<file path="src/rtl/network_mac_pkg.sv">
// network_mac_pkg: shared constants, rescaling helper and parameter checks for network_mac_pipe
package network_mac_pkg;
  typedef struct packed {
    logic signed [63:0] val;
    logic               clip;
  } rs_t;
  function automatic int latency(input int mul_stages);
    return mul_stages + 1;
  endfunction
  function automatic bit params_ok(input int a_w, input int b_w, input int mul_stages,
                                   input int acc_w, input int shift, input int out_w);
    return a_w > 0 && b_w > 0 && mul_stages >= 1 && acc_w >= a_w + b_w && acc_w <= 126 &&
           shift >= 0 && shift < acc_w && out_w > 1 && out_w <= 64;
  endfunction
  function automatic rs_t round_sat(input logic signed [127:0] v, input int shift, input int out_w);
    logic signed [127:0] r, hi, lo;
    rs_t res;
    r = (v + (shift > 0 ? (128'sd1 <<< (shift - 1)) : 128'sd0)) >>> shift;
    hi = (128'sd1 <<< (out_w - 1)) - 128'sd1;
    lo = -(128'sd1 <<< (out_w - 1));
    res.clip = r > hi || r < lo;
    res.val = 64'(r > hi ? hi : r < lo ? lo : r);
    return res;
  endfunction
endpackage

</file>
<file path="src/rtl/network_mac_mul_pipe.sv">
// network_mac_mul_pipe: signed multiplier (input register + STAGES product registers, ce-gated) with valid/last sideband; ports clk, reset(active-low sync), ce, in_valid, in_last, din0, din1 -> out_valid, out_last, prod
module network_mac_mul_pipe #(
  parameter int A_W = 16,
  parameter int B_W = 13,
  parameter int STAGES = 2
) (
  input  logic                 clk,
  input  logic                 reset,
  input  logic                 ce,
  input  logic                 in_valid,
  input  logic                 in_last,
  input  logic [A_W-1:0]       din0,
  input  logic [B_W-1:0]       din1,
  output logic                 out_valid,
  output logic                 out_last,
  output logic [A_W+B_W-1:0]   prod
);
  logic [A_W-1:0] a_r;
  logic [B_W-1:0] b_r;
  logic signed [A_W+B_W-1:0] p [STAGES];
  logic [STAGES:0] v, l;
  always_ff @(posedge clk) begin
    if (ce) begin
      a_r <= din0;
      b_r <= din1;
      p[0] <= $signed(a_r) * $signed(b_r);
      for (int i = 1; i < STAGES; i++) p[i] <= p[i-1];
    end
  end
  always_ff @(posedge clk) begin
    if (!reset) begin
      v <= '0;
      l <= '0;
    end else if (ce) begin
      v <= {v[STAGES-1:0], in_valid};
      l <= {l[STAGES-1:0], in_last};
    end
  end
  assign out_valid = v[STAGES];
  assign out_last  = l[STAGES];
  assign prod      = p[STAGES-1];
endmodule

</file>
<file path="src/rtl/network_mac_pipe.sv">
// network_mac_pipe: signed MAC with group framing, round-half-up rescale and saturation; ports clk, reset(active-low sync), ce, in_valid, din0, din1, in_last -> out_valid, dout, out_sat
module network_mac_pipe
  import network_mac_pkg::*;
#(
  parameter int A_W = 16,
  parameter int B_W = 13,
  parameter int MUL_STAGES = 2,
  parameter int ACC_W = 40,
  parameter int SHIFT = 12,
  parameter int OUT_W = 16
) (
  input  logic             clk,
  input  logic             reset,
  input  logic             ce,
  input  logic             in_valid,
  input  logic [A_W-1:0]   din0,
  input  logic [B_W-1:0]   din1,
  input  logic             in_last,
  output logic             out_valid,
  output logic [OUT_W-1:0] dout,
  output logic             out_sat
);
  if (!params_ok(A_W, B_W, MUL_STAGES, ACC_W, SHIFT, OUT_W)) begin : g_bad_params
    $error("network_mac_pipe: illegal parameter combination");
  end
  logic pv, pl, first, ovf, ovf_add, ovf_n;
  logic [A_W+B_W-1:0] prod;
  logic signed [ACC_W-1:0] acc, base, pe, sum;
  rs_t rs;
  network_mac_mul_pipe #(.A_W(A_W), .B_W(B_W), .STAGES(MUL_STAGES)) u_mul (
    .clk(clk), .reset(reset), .ce(ce), .in_valid(in_valid), .in_last(in_last),
    .din0(din0), .din1(din1), .out_valid(pv), .out_last(pl), .prod(prod)
  );
  always_comb begin
    pe      = ACC_W'($signed(prod));
    base    = first ? '0 : acc;
    sum     = base + pe;
    ovf_add = (base[ACC_W-1] == pe[ACC_W-1]) && (sum[ACC_W-1] != base[ACC_W-1]);
    ovf_n   = (first ? 1'b0 : ovf) | ovf_add;
    rs      = round_sat(128'(sum), SHIFT, OUT_W);
  end
  always_ff @(posedge clk) begin
    if (!reset) begin
      acc       <= '0;
      ovf       <= 1'b0;
      first     <= 1'b1;
      out_valid <= 1'b0;
      dout      <= '0;
      out_sat   <= 1'b0;
    end else if (ce) begin
      out_valid <= pv && pl;
      if (pv) begin
        acc   <= sum;
        ovf   <= ovf_n;
        first <= pl;
        if (pl) begin
          dout    <= OUT_W'(rs.val);
          out_sat <= rs.clip | ovf_n;
        end
      end
    end
  end
endmodule
</file>
<file path="config.mk">
export PLATFORM = sky130hd
export DESIGN_NAME = network_mac_pipe
export DESIGN_NICKNAME = d
export VERILOG_FILES = /design/src/rtl/network_mac_pkg.sv /design/src/rtl/network_mac_mul_pipe.sv /design/src/rtl/network_mac_pipe.sv
export SDC_FILE = /design/constraint.sdc
export NUM_CORES = 1
export LEC_CHECK = 0
export CAP_MARGIN = 30
export CORE_MARGIN = 3
export CORE_UTILIZATION = 35
export CTS_CLUSTER_DIAMETER = 200
export DETAILED_ROUTE_END_ITERATION = 10
export GPL_ROUTABILITY_DRIVEN = 0
export HOLD_SLACK_MARGIN = 0.06
export MAX_ROUTING_LAYER = met4
export PLACE_DENSITY = 0.49
export SYNTH_ARGS = -nofsm -noshare
export SYNTH_HDL_FRONTEND = slang
export SYNTH_SLANG_ARGS = --single-unit
</file>
<file path="constraint.sdc">
create_clock -name clk -period 7.4 [get_ports clk]
set_input_delay 1.11 -clock clk [delete_from_list [all_inputs] [get_ports clk]]
set_output_delay 1.11 -clock clk [all_outputs]
set_load 0.03 [all_outputs]
</file>
==> results of run 1 <==
flip-flops by register name, indices dropped and copies added (netlist names):
signal     count
out_sat        1
first          1
acc           40
u_mul.b_r     13
u_mul.v        3
dout          16
u_mul.a_r     16
u_mul.l        3
u_mul.p       58
ovf            1
out_valid      1
placed cells by master, fill, tap and decap left out, drive strengths merged, types with 31 or more instances in the layout:
| cell | netlist | routed |
|---|---|---|
| inv | 210 | 214 |
| o21ai | 59 | 59 |
| xor2 | 31 | 31 |
| xnor2 | 38 | 38 |
| dfxtp | 66 | 66 |
| nor2b | 44 | 44 |
| ha | 113 | 113 |
| clkdlybuf4s50 | 0 | 50 |
| and2 | 84 | 84 |
| nor2 | 99 | 99 |
| nand2 | 233 | 233 |
| fa | 196 | 196 |
| edfxtp | 87 | 87 |
| a21oi | 96 | 96 |
critical path, cell delays in order (launching register included):
cell and delay, ns:
edfxtp_1 0.68, nand2_1 0.17, fa_1 0.55, inv_1 0.05, fa_1 0.52, inv_1 0.05
fa_1 0.49, inv_1 0.04, ha_1 0.26, inv_1 0.05, fa_1 0.52, inv_1 0.04
ha_1 0.29, ha_1 0.35, a21oi_1 0.25, o21bai_1 0.10, a21oi_1 0.22, nor2b_1 0.08
o21a_1 0.19, o31ai_1 0.31, a21oi_1 0.19, a211oi_1 0.47, a2111o_1 0.26, a31oi_1 0.11
a21o_1 0.20, a21oi_1 0.16, xnor2_1 0.08
stage by stage:
| stage | hold slack [ns] | power [uW] |
|---|---|---|
| final | 0.416 | 9440 |
| after CTS | 0.417 | 9590 |
| after detailed placement | 0.405 | 8600 |
| after global placement | 0.402 | 8560 |
| after global routing | 0.425 | 10700 |
| after floorplan | 0.400 | 7250 |
cell families after synthesis:
group / count (synthesis)
flip-flops: 153
buffers and inverters: 281
AND/OR/NAND/NOR: 602
AO/OA/AOI/OAI: 304
adder cells (fa/ha/maj): 309
multiplexers: 9
XOR/XNOR: 69
worst paths after layout:
check	from	end	slack [ns]	cells after the start
worst max register to register	u_mul.b_r[3]	u_mul.p[0][28]	0.46	26
worst max-delay path	u_mul.b_r[3]	u_mul.p[0][28]	0.46	26
worst min-delay path	u_mul.p[0][16]	u_mul.p[0][45]	0.42	0
worst min register to register	u_mul.p[0][16]	u_mul.p[0][45]	0.42	0
power by group:
part | switching, uW | internal [uW]
sequential | 88.6 | 1470
clock | 401 | 463
combinational | 3800 | 3220
layout make-up:
type,count,area [um2],share of cell area (%)
clock buffer,18,429,2.41
clock inverter,14,124,0.695
inverter,210,788,4.42
multi-input combinational,1293,11100,62.4
sequential,153,3930,22.1
tap,600,751,4.21
timing repair buffer,74,681,3.82
layer usage:
layer | GRT usage (%) | wire [um] | vias to the layer above | share of wire [%]
met3 | 2.59 | 1370 | 49 | 3.6
li1 | - | - | 5815 | -
met1 | 22.2 | 18400 | 5747 | 49
met4 | 5.67 | 941 | 0 | 2.5
met2 | 25.0 | 17100 | 226 | 45
met5 | - | 0 | - | 0
==> results.yml, run 1 <==
cts:
  h-tree-depth: 4
  cts_buffers: 17
  path_clk_slew_ns: 0.07
  cts_root_buffer: "clkbuf_16"
  insertion_delay_ns: 0.47
  cts_tree: "yes"
  postCtsHoldBufs: 0
  clock_path_buffers: 2
  cts.sinks: 153
  cts_setup_buffers: 0
  post_cts_resized: 0
logic_synthesis:
  synth_cells: 1727
  synth-adder-area-share_pct: 33.0
  synthArstFlopShare_pct: 0
  synth.distinct_cells: 86
  syn_area_per_cell_um2: 9.35
  yosysWarnings: 0
  synthMuxAreaShare_pct: 0.558
  ys_seq_area_share_pct: 24.4
  synthTopCellsByArea: "fa_1 24%, edfxtp_1 16%, ha_1 8.8%, dfxtp_1 8.2%, nand2_1 5.4%"
  synth_xor_area_share_pct: 3.74
  synth_area_leader_cell: "fa_1"
  synthesis.area_mm2: 0.0162
  synth_nets: 2070
  synth_ff_type: "edfxtp_1"
  synth_commonest_cells: "233 x nand2_1, 210 x inv_1, 196 x fa_1"
  synth_top_family_by_area: "adder cells"
  synth-seq-cells: 153
  synth_simple_gate_area_share_pct: 18.3
  synth_compound_area_share_pct: 13.2
  synth.top_cell.area_share_pct: 24.3
  synth_most_common_cell: "nand2_1"
  synth_edf_count: 87
critical_path:
  critPathKind: "flip-flop to flip-flop"
  setup.worst_path.end_class: "flip-flop"
  cp_data_required_time_ns: 7.62
  crit_arrival_ns: 7.16
  cp-start-kind: "flip-flop"
  cp_max_fo: 16
sta:
  slew_headroom_pct: 38.5
  setup_violations: 0
  tightest_slew_ns: 0.920
  clock_skew_ns: 0.0201
  max_freq_ghz: 0.144
  rsz0062_at_grt: "false"
  finalHoldViolCount: 0
  setup_tns_ns: 0
  fin_crit_ns: 6.94
  fin_ws_ns: 0.462
  finalCritPeriodShare_pct: 93.8
  slew_viol_final: 0
detailed_routing:
  vias: 11800
  ant_nets: 0
  vias_per_cell: 5.01
  avgRoutedWirePerCell_um: 16.0
  drt_iter0_markers: 733
  drt_pass1_iterations: 5
  drc: 0
  routed_wirelength_um: 37900
place:
  dp.cells: 2330
  dpl.hpwl_um: 29600
  post_dp_cell_area_mm2: 0.0173
  place_ws_ns: 0.516
  port_buffers: 51
floorplanning:
  num_io_pins: 52
  initial_utilization_pct: 35.5
  design.core.area_mm2: 0.0455
  die_h_um: 221
  die_w_um: 221
  die_area_mm2: 0.0488
  rows: 78
grt:
  grt_max_degree: 61
  track_usage_pct: 16.4
  grt_pass1_vias: 11900
  antenna_found_initial: 0
  grt_overflow: 0
  grt_first_pass_wirelength_um: 62800
run_status:
  outcome: "finished clean"
cells_and_area:
  drive_above_1_share_pct: 5.22
  final_area_mm2: 0.0178
  fin_nets: 2092
  antenna_cells: 0
  areaGrowthSynthToFinish_pct: 10.4
  stdcell_count: 2362
  fin_util_pct: 39.2
  final.fill_count: 4628
power:
  vdd_drop_max_uv: 420
  power_leakage_uw: 0.00764
  power_density_mw_per_mm2: 529
run:
  drv_cap: 0
worst_hold_path:
  worstHoldPathType: "flip-flop to flip-flop"
(Power assumes the default switching activity.)
==> run 2, diff against run 1 <==
--- a/config.mk
+++ b/config.mk
@@ -6,6 +6,7 @@
 export NUM_CORES = 1
 export LEC_CHECK = 0
 export CAP_MARGIN = 30
+export CORE_ASPECT_RATIO = 0.5
 export CORE_MARGIN = 3
 export CORE_UTILIZATION = 35
 export CTS_CLUSTER_DIAMETER = 200
==> results.yml, run 2 (synthesis results as in run 1) <==
run_status:
  outcome: "finished clean"
sta:
  slew_viol_final: 0
  tightest_slew_ns: 0.869
  finalHoldViolCount: 0
  timing.hold.ws_ns: 0.410
  setup_violations: 0
  slew_headroom_pct: 41.9
  rsz0062_at_grt: "false"
  finalCritPeriodShare_pct: 91.8
  fin_crit_ns: 6.79
  clock_skew_ns: 0.0215
  setup_tns_ns: 0
  max_freq_ghz: 0.147
worst_hold_path:
  worstHoldPathType: "flip-flop to flip-flop"
  min_path_cells: 0
cts:
  postCtsHoldBufs: 0
  insertion_delay_ns: 0.46
  post_cts_resized: 0
  h-tree-depth: 4
  cts.sinks: 153
  path_clk_slew_ns: 0.07
  cts_root_buffer: "clkbuf_16"
  cts_buffers: 17
  cts_tree: "yes"
  cts_setup_buffers: 0
  clock_path_buffers: 2
detailed_routing:
  drt_pass1_iterations: 5
  wl_met3_um: 1290
  vias_per_cell: 4.99
  routed.top_layer: "met4"
  routed_wirelength_um: 40000
  wl_met2_um: 17200
  drt_iter0_markers: 655
  vias: 11700
  avgRoutedWirePerCell_um: 17.0
  drc: 0
  wl_met1_um: 21000
  ant_nets: 0
grt:
  grt_first_pass_wirelength_um: 66100
  antenna_found_initial: 0
  track_usage_pct: 17.7
  grt_max_degree: 50
  grt_overflow: 0
  grt_pass1_vias: 11900
cells_and_area:
  fin_nets: 2093
  final.fill_count: 4441
  final_cell_mix: "233 x nand2_1, 210 x inv_1, 196 x fa_1"
  multiInputGateArea_mm2: 0.0111
  areaGrowthSynthToFinish_pct: 10.8
  drive_above_1_share_pct: 5.39
  largest_reg_flops: 58
  reg.largest.list: "u_mul.p (58), acc (40)"
  antenna_cells: 0
  layout_commonest_cell: "nand2_1"
  top_register: "u_mul.p"
  seqCellArea_mm2: 0.00393
critical_path:
  cp_max_fo: 16
  critPathKind: "flip-flop to flip-flop"
  cp-start-kind: "flip-flop"
  setup.worst_path.end_class: "flip-flop"
  r2r_cells: 26
  crit_arrival_ns: 6.99
  max_stage_delay_ns: 0.67
  slowest_stage: "edfxtp_1"
  cp_data_required_time_ns: 7.60
power:
  power_density_mw_per_mm2: 541
  power_leakage_uw: 0.00769
  vdd_drop_max_uv: 515
floorplanning:
  rows: 54
  die_area_mm2: 0.0489
  num_io_pins: 52
  die_h_um: 158
  die_w_um: 310
  design.core.area_mm2: 0.0445
  initial_utilization_pct: 36.3
place:
  dpl.hpwl_um: 31400
  port_buffers: 51
run:
  drv_cap: 0
[run 2: final cells by class]
cell class,count,share of cell area [%]
Tap cell,588,4.11
Inverter,210,4.41
Multi-Input combinational cell,1293,62.2
Clock inverter,15,1.08
Sequential cell,153,22.0
Clock buffer,17,2.38
Timing Repair Buffer,75,3.85
[run 2: worst max-delay path, delay by kind of cell (launching register included)]
kind                     cells  cell delay (ns)
adder cells (fa/ha/maj)      8             3.06
AO/OA/AOI/OAI               10             2.00
flip-flops                   1             0.67
AND/OR/NAND/NOR              4             0.51
buffers and inverters        3             0.14
XOR/XNOR                     1             0.14
[run 2: power breakdown]
group          internal [uW]  switching (uW)  total [uW]
Sequential              1470            97.2        1570
Combinational           3270            3920        7190
Clock                    490             436         926
[run 2: per-layer routing]
metal,vias up,track usage [%]
met5,-,-
met4,0,3.62
met3,33,2.69
met2,177,26.2
met1,5691,25.7
li1,5825,-
[run 2: worst paths after layout]
check	startpoint	endpoint	slack (ns)
max	u_mul.b_r[3]	u_mul.p[0][27]	0.61
min	u_mul.p[0][14]	u_mul.p[0][43]	0.41
min reg2reg	u_mul.p[0][14]	u_mul.p[0][43]	0.41
max reg2reg	u_mul.b_r[3]	u_mul.p[0][27]	0.61
[run 2: metrics by stage]
stage / cells / power [uW] / cell area, um2 / utilization (%) / setup WS, ns
after floorplan: 1727 / 7250 / 16200 / - / 0.982
after global placement: 2319 / 8840 / 17300 / 38.8 / 0.601
after detailed placement: 2319 / 8790 / 17300 / 38.8 / 0.588
after CTS: 2351 / 9840 / 17900 / 40.2 / 0.556
after global routing: 2351 / 11000 / 17900 / 40.2 / 0.0833
final: 2351 / 9680 / 17900 / 40.2 / 0.609
==> run 3, diff against run 2 <==
--- a/config.mk
+++ b/config.mk
@@ -6,7 +6,6 @@
 export NUM_CORES = 1
 export LEC_CHECK = 0
 export CAP_MARGIN = 30
-export CORE_ASPECT_RATIO = 0.5
 export CORE_MARGIN = 3
 export CORE_UTILIZATION = 35
 export CTS_CLUSTER_DIAMETER = 200
==> results of run 3 <==
Final layout, timing and power as in run 1 (identical DEF).
